### src/rtl/rename_pkg.sv
// Shared rename-stage types: physical register index width and preg type.
package rename_pkg;

    localparam int NUM_PHYSREG = 128;
    localparam int NUM_AREG    = 32;
    localparam int PREG_W      = $clog2(NUM_PHYSREG);

    typedef logic [PREG_W-1:0] preg_t;

endpackage : rename_pkg

### src/rtl/preg_release_queue.sv
// Multi-push (PUSH_W lanes, compacted low-first), single-pop circular buffer
// of stale physical registers awaiting release.
module preg_release_queue
    import rename_pkg::*;
#(
    parameter int DEPTH  = 8,
    parameter int PUSH_W = 2
) (
    input  logic                       clk_i,
    input  logic                       rst_i,
    input  logic [PUSH_W-1:0]          push_mask,
    input  preg_t [PUSH_W-1:0]         push_data,
    input  logic                       pop,
    output preg_t                      head_data,
    output logic [$clog2(DEPTH):0]     count
);

    localparam int PTR_W = $clog2(DEPTH);
    localparam int CNT_W = PTR_W + 1;

    preg_t             mem_q [DEPTH];
    preg_t             mem_d [DEPTH];
    logic [PTR_W-1:0]  wr_ptr_q, wr_ptr_d;
    logic [PTR_W-1:0]  rd_ptr_q, rd_ptr_d;
    logic [CNT_W-1:0]  count_q, count_d;
    logic [CNT_W-1:0]  n_push;
    logic [PTR_W-1:0]  slot;

    // Write pushed lanes into consecutive slots from the tail; advance pointers and count.
    always_comb begin
        mem_d  = mem_q;
        n_push = '0;
        slot   = '0;
        for (int i = 0; i < PUSH_W; i++) begin
            if (push_mask[i]) begin
                slot        = wr_ptr_q + n_push[PTR_W-1:0];
                mem_d[slot] = push_data[i];
                n_push      = n_push + CNT_W'(1);
            end
        end
        wr_ptr_d = wr_ptr_q + n_push[PTR_W-1:0];
        rd_ptr_d = rd_ptr_q + PTR_W'(pop);
        count_d  = count_q + n_push - CNT_W'(pop);
    end

    // Queue state registers; reset empties the queue and drops any pending entries.
    always_ff @(posedge clk_i or posedge rst_i) begin
        if (rst_i) begin
            for (int i = 0; i < DEPTH; i++) mem_q[i] <= '0;
            wr_ptr_q <= '0;
            rd_ptr_q <= '0;
            count_q  <= '0;
        end else begin
            mem_q    <= mem_d;
            wr_ptr_q <= wr_ptr_d;
            rd_ptr_q <= rd_ptr_d;
            count_q  <= count_d;
        end
    end

    assign head_data = mem_q[rd_ptr_q];
    assign count     = count_q;

endmodule : preg_release_queue

### src/rtl/preg_release_unit.sv
// Return side of the physical-register free list: buffers stale pregs from
// retiring instructions and writes them, one per cycle, at the free-list tail.
module preg_release_unit
    import rename_pkg::*;
#(
    parameter int PHYSREG  = NUM_PHYSREG,
    parameter int AREG     = NUM_AREG,
    parameter int RETIRE_W = 2,
    parameter int QDEPTH   = 8
) (
    input  logic                         clk_i,
    input  logic                         rst_i,
    input  logic [RETIRE_W-1:0]          retire_valid_i,
    input  logic [RETIRE_W-1:0]          retire_has_old_i,
    input  logic [RETIRE_W*PREG_W-1:0]   retire_old_preg_i,
    output logic                         retire_ready_o,
    input  logic                         recover_i,
    input  logic [PREG_W:0]              free_count_i,
    input  logic [PREG_W-1:0]            free_tail_i,
    output logic                         free_en_o,
    output logic                         list_we_o,
    output logic [PREG_W-1:0]            list_waddr_o,
    output logic [PREG_W-1:0]            list_wdata_o,
    output logic [$clog2(QDEPTH):0]      pending_o,
    output logic                         err_o
);

    localparam int CNT_W = $clog2(QDEPTH) + 1;
    // Ready only when a full retire group is guaranteed to fit.
    localparam logic [CNT_W-1:0]  READY_MAX = CNT_W'(QDEPTH - RETIRE_W);
    // Free count at which the list is full; releasing more would be a double free.
    localparam logic [PREG_W:0]   FREE_MAX  = (PREG_W + 1)'(PHYSREG - AREG);

    logic [RETIRE_W-1:0]          lane_take;
    logic [RETIRE_W-1:0]          push_mask;
    preg_t [RETIRE_W-1:0]         push_data;
    preg_t                        head_data;
    logic [CNT_W-1:0]             count;
    logic                         q_nonempty;
    logic                         drain;
    logic                         drop;
    logic                         pop;
    logic                         err_q, err_d;

    assign retire_ready_o = (count <= READY_MAX);
    assign lane_take      = retire_valid_i & retire_has_old_i & {RETIRE_W{retire_ready_o}};

    // Compact accepted lanes into the low push slots, preserving lane order.
    always_comb begin
        int k;
        k         = 0;
        push_mask = '0;
        push_data = '0;
        for (int i = 0; i < RETIRE_W; i++) begin
            if (lane_take[i]) begin
                for (int j = 0; j < RETIRE_W; j++) begin
                    if (j == k) begin
                        push_mask[j] = 1'b1;
                        push_data[j] = retire_old_preg_i[i*PREG_W +: PREG_W];
                    end
                end
                k = k + 1;
            end
        end
    end

    preg_release_queue #(
        .DEPTH  (QDEPTH),
        .PUSH_W (RETIRE_W)
    ) u_queue (
        .clk_i     (clk_i),
        .rst_i     (rst_i),
        .push_mask (push_mask),
        .push_data (push_data),
        .pop       (pop),
        .head_data (head_data),
        .count     (count)
    );

    // Drain decision: release the head normally, or drop it when the list is already full.
    // Recovery freezes the queue so no retired release is lost.
    always_comb begin
        q_nonempty   = (count != '0);
        drain        = q_nonempty & ~recover_i & (free_count_i <  FREE_MAX);
        drop         = q_nonempty & ~recover_i & (free_count_i >= FREE_MAX);
        pop          = drain | drop;
        err_d        = err_q | drop;
        free_en_o    = drain;
        list_we_o    = drain;
        list_waddr_o = drain ? free_tail_i : '0;
        list_wdata_o = drain ? head_data   : '0;
    end

    // Sticky double-free flag, cleared only by reset.
    always_ff @(posedge clk_i or posedge rst_i) begin
        if (rst_i) err_q <= 1'b0;
        else       err_q <= err_d;
    end

    assign err_o     = err_q;
    assign pending_o = count;

    // Retiring while not ready is a protocol violation; such lanes are ignored.
    a_no_retire_when_full: assert property (
        @(posedge clk_i) disable iff (rst_i)
        !retire_ready_o |-> (retire_valid_i == '0)
    );

endmodule : preg_release_unit
### config.mk
export PLATFORM = sky130hd
export DESIGN_NAME = preg_release_unit
export DESIGN_NICKNAME = d
export VERILOG_FILES = /design/src/rtl/rename_pkg.sv /design/src/rtl/preg_release_queue.sv /design/src/rtl/preg_release_unit.sv
export SDC_FILE = /design/constraint.sdc
export NUM_CORES = 1
export LEC_CHECK = 0
export CAP_MARGIN = 20
export CORE_ASPECT_RATIO = 1.2
export CORE_MARGIN = 2
export CORE_UTILIZATION = 45
export CTS_BUF_LIST = sky130_fd_sc_hd__clkbuf_4 sky130_fd_sc_hd__clkbuf_8
export DETAILED_ROUTE_END_ITERATION = 12
export PLACE_DENSITY = 0.67
export SLEW_MARGIN = 10
export SYNTH_ARGS = -nofsm -noshare
export SYNTH_HDL_FRONTEND = slang
export SYNTH_HIERARCHICAL = 1
export SYNTH_SLANG_ARGS = --single-unit
### constraint.sdc
create_clock -name clk_i -period 7.97 [get_ports clk_i]
set_input_delay 1.1955 -clock clk_i [delete_from_list [all_inputs] [get_ports clk_i]]
set_output_delay 1.1955 -clock clk_i [all_outputs]
set_load 0.005 [all_outputs]
==> summary.txt <==
Run status
  • Status: finished, final reports clean

Critical path
  • Critical path's slowest cell: a21oi_1
  • Top cell by count, worst path: ha_1
  • Critical-path cell list: clkdlybuf4s50_1 > nand2_1 > a21oi_1 > ha_1 > ha_1 > xor2_2 > nor3_2 > mux2_2
  • Critical Path RT: 8.21 ns
  • Peak per-stage delay on the critical path: 0.81 ns
  • Critical Path Source Type: primary input
  • Crit path capture type: flip-flop
  • FF-to-FF Start: u_queue/count[2]
  • Crit path DAT: 4.71 ns
  • Crit Path Class: in -> reg
  • Worst-path maximum fanout: 11
  • CP Launch Point: retire_valid_i[0]

GRT
  • First-pass GRT wire length: 16.7 mm
  • Vias in the first global route: about 3000
  • Largest net degree at the start of global routing: 67
  • Grt ovf: 0
  • Global Route Usage Sum: 0.219
  • Initial antenna violation count: 0

Routing
  • Drt via density: 5.59
  • DR WL/cell: ~21 um
  • Via count: 2869
  • Post-route DRC: 0
  • Initial DRC Count: 106
  • Remaining antenna violation count after routing: 0
  • Iteration count of the initial detailed-routing pass: 4
  • Final WL: 10.7 mm

Pwr
  • Comb power frac: 0.402
  • Clock power share: 0.197
  • Sequential power share: 0.401
  • Worst IR Drop VDD: 123 uV
  • Power Dens Cells: just over 300 nW/um^2
  • Pwr Total: 1560 uW
  • P_int: 1030 uW
  • Net Sw Frac: 0.338
  • Sw power: 526 uW
  • Leakage power: approximately 0.0024 uW

Synthesis
  • Cell count after synthesis: 335
  • Post-synthesis register bit count: 67
  • Sequential share of the synthesized area: 0.385
  • Ys Warns: 6
  • Unique masters post-synth: 37
  • Avg Cell Area, Syn: 13.0 um^2
  • Post-Syn Area: 4360 um^2
  • Post-Syn Nets: around 390

Final layout
  • Fin cells: 513
  • Nets: approximately 440
  • Most frequent cells in the layout: mux2_2, dfrtp_1, clkdlybuf4s50_1, nand2_1, mux4_2
  • Area grow syn2layout: 18.4%
  • Share of post-route cells with drive strength above 1: 0.469
  • Most common cell after layout, fill and taps aside: mux2_2
  • N_diodes: 0

STA
  • Worst slew margin: 0.336
  • Max Slew Vio Count: 0
  • RSZ-0062 raised after global routing: false
  • Worst slew pin tran: 0.996 ns
  • Achievable Freq: roughly 0.22 GHz
  • Hold Violations, Final: 0
  • Final setup vio count: 0
  • Period utilisation layout: 0.560
  • Worst Skew: 0.00865 ns
  • Sum Neg Setup Slack: 0 ns
  • Tmin final: 4.47 ns

Place
  • Routability cong.: 0.792
  • HPWL Detailed: between 6 and 7 mm
  • Port-buffer cells: 52
  • Inst Count DP: 496

Die
  • Ports: 58
  • Die height: approximately 110 um
  • CORE AREA: about 9500 um^2
  • Starting Density: 0.460
  • Die Wd: around 94 um
  • Die Area: 10500 um^2
  • Rows: 39

Clock network
  • CTS root buffer: clkbuf_8
  • Clk Latency, worst-skew pair: around 0.36 ns
  • # H-tree levels: 3
  • Sink Count: 67
  • Clk slew on worst S/H paths: approximately 0.070 ns
  • Post-CTS resize count: 0
  • Max clock buf depth: 2
  • CTS tree: done
  • Hold buffer count at cts: 0
  • CTS Buf Count: 9
  • Postcts setup bufs: 0

Worst hold path
  • Hold crit path type: reg -> reg
  • Hold Crit Start: err_o

Job
  • Maximum Capacitance Violations: 0
metal layers:
layer,up-vias,track usage,routed length [um]
li1,1326,-,-
met1,1402,0.279,4480
met2,110,0.356,5230
met3,31,0.0413,645
met4,0,0.109,358
met5,-,0,0
synthesized netlist by cell type, drive strengths merged:
| library cell | n | area [um^2] |
|---|---|---|
| nor4bb | 2 | 20.0 |
| nor3 | 3 | 36.3 |
| nor4 | 1 | 21.3 |
| a31o | 1 | 8.76 |
| a21oi | 10 | 50.1 |
| nand3 | 11 | 65.1 |
| and2 | 16 | 125 |
| xnor2 | 6 | 60.1 |
| xor2 | 3 | 33.8 |
| mux2 | 119 | 1340 |
| nor4b | 1 | 23.8 |
| inv | 11 | 41.3 |
| and4bb | 1 | 12.5 |
| ha | 13 | 163 |
| nor2 | 9 | 33.8 |
| nand2 | 18 | 70.1 |
| dfrtp | 67 | 1680 |
| nand4b | 3 | 45.0 |
| nor2b | 1 | 6.26 |
| a21o | 3 | 22.5 |
| or2 | 1 | 6.26 |
| clkbuf | 2 | 7.51 |
| mux4 | 14 | 315 |
| buf | 15 | 114 |
| fa | 1 | 20.0 |
| nand4 | 3 | 37.5 |
power by group through the flow:
| stage | sequential, uW | clock (uW) | combinational, uW |
|---|---|---|---|
| floorplan | 537 | 0 | 566 |
| global placement | 626 | 0 | 602 |
| detailed placement | 634 | 0 | 624 |
| CTS | 627 | 312 | 628 |
| global route | 646 | 324 | 680 |
| finish | 624 | 306 | 625 |
worst paths after layout:
kind,end,slack (ns),cells after the start
setup / recovery,u_queue/mem_q[47],3.50,8
hold / removal,err_o,0.46,1
setup reg to reg,u_queue/mem_q[47],4.34,7
hold reg to reg,err_o,0.46,1
max in group asynchronous,u_queue/mem_q[12],5.97,3
min in group asynchronous,err_o,1.02,2
worst max-delay path: cells and delay by family:
family	cells	cell delay [ns]
AOI/OAI and AO/OA	1	0.81
xor gates and xnor gates	1	0.15
adders and majority gates	2	0.61
buffers and inverters	1	0.46
muxes	1	0.41
and+or+nand+nor	2	1.07
state kept, by name, indices dropped and copies added (netlist names):
name,flops
u_queue/mem_q,56
u_queue/wr_ptr_q,3
err_o,1
u_queue/rd_ptr_q,3
u_queue/count,4
cells by family (layout without fill, tap and decap cells):
logic type      Yosys count  count (layout)  share of synthesized area
buf+inv                  28              83                     0.0373
simple gates             70              70                      0.115
mux                     133             133                      0.380
compound gates           14              14                     0.0187
xor+xnor                  9               9                     0.0215
fa+ha+maj                14              14                     0.0419
flops                    67              67                      0.385
area by class of cell:
| type | count | area (um^2) |
|---|---|---|
| clock buffer | 13 | 166 |
| clock inverter | 3 | 46.3 |
| fill | 813 | 4310 |
| inverter | 11 | 41.3 |
| multi-input combinational | 240 | 2520 |
| sequential | 67 | 1680 |
| tap | 123 | 154 |
| timing repair buffer | 56 | 554 |
per-stage QoR:
step,setup WS (ns),util,hold WS [ns],cell area (um^2)
2_1_floorplan,4.71,-,0.451,4360
3_3_place_gp,3.22,0.521,0.447,4930
3_5_place_dp,3.19,0.521,0.452,4930
4_1_cts,3.33,0.543,0.468,5140
5_1_grt,3.35,0.545,0.487,5150
6_report,3.50,0.545,0.465,5150
(Power assumes the default switching activity.)
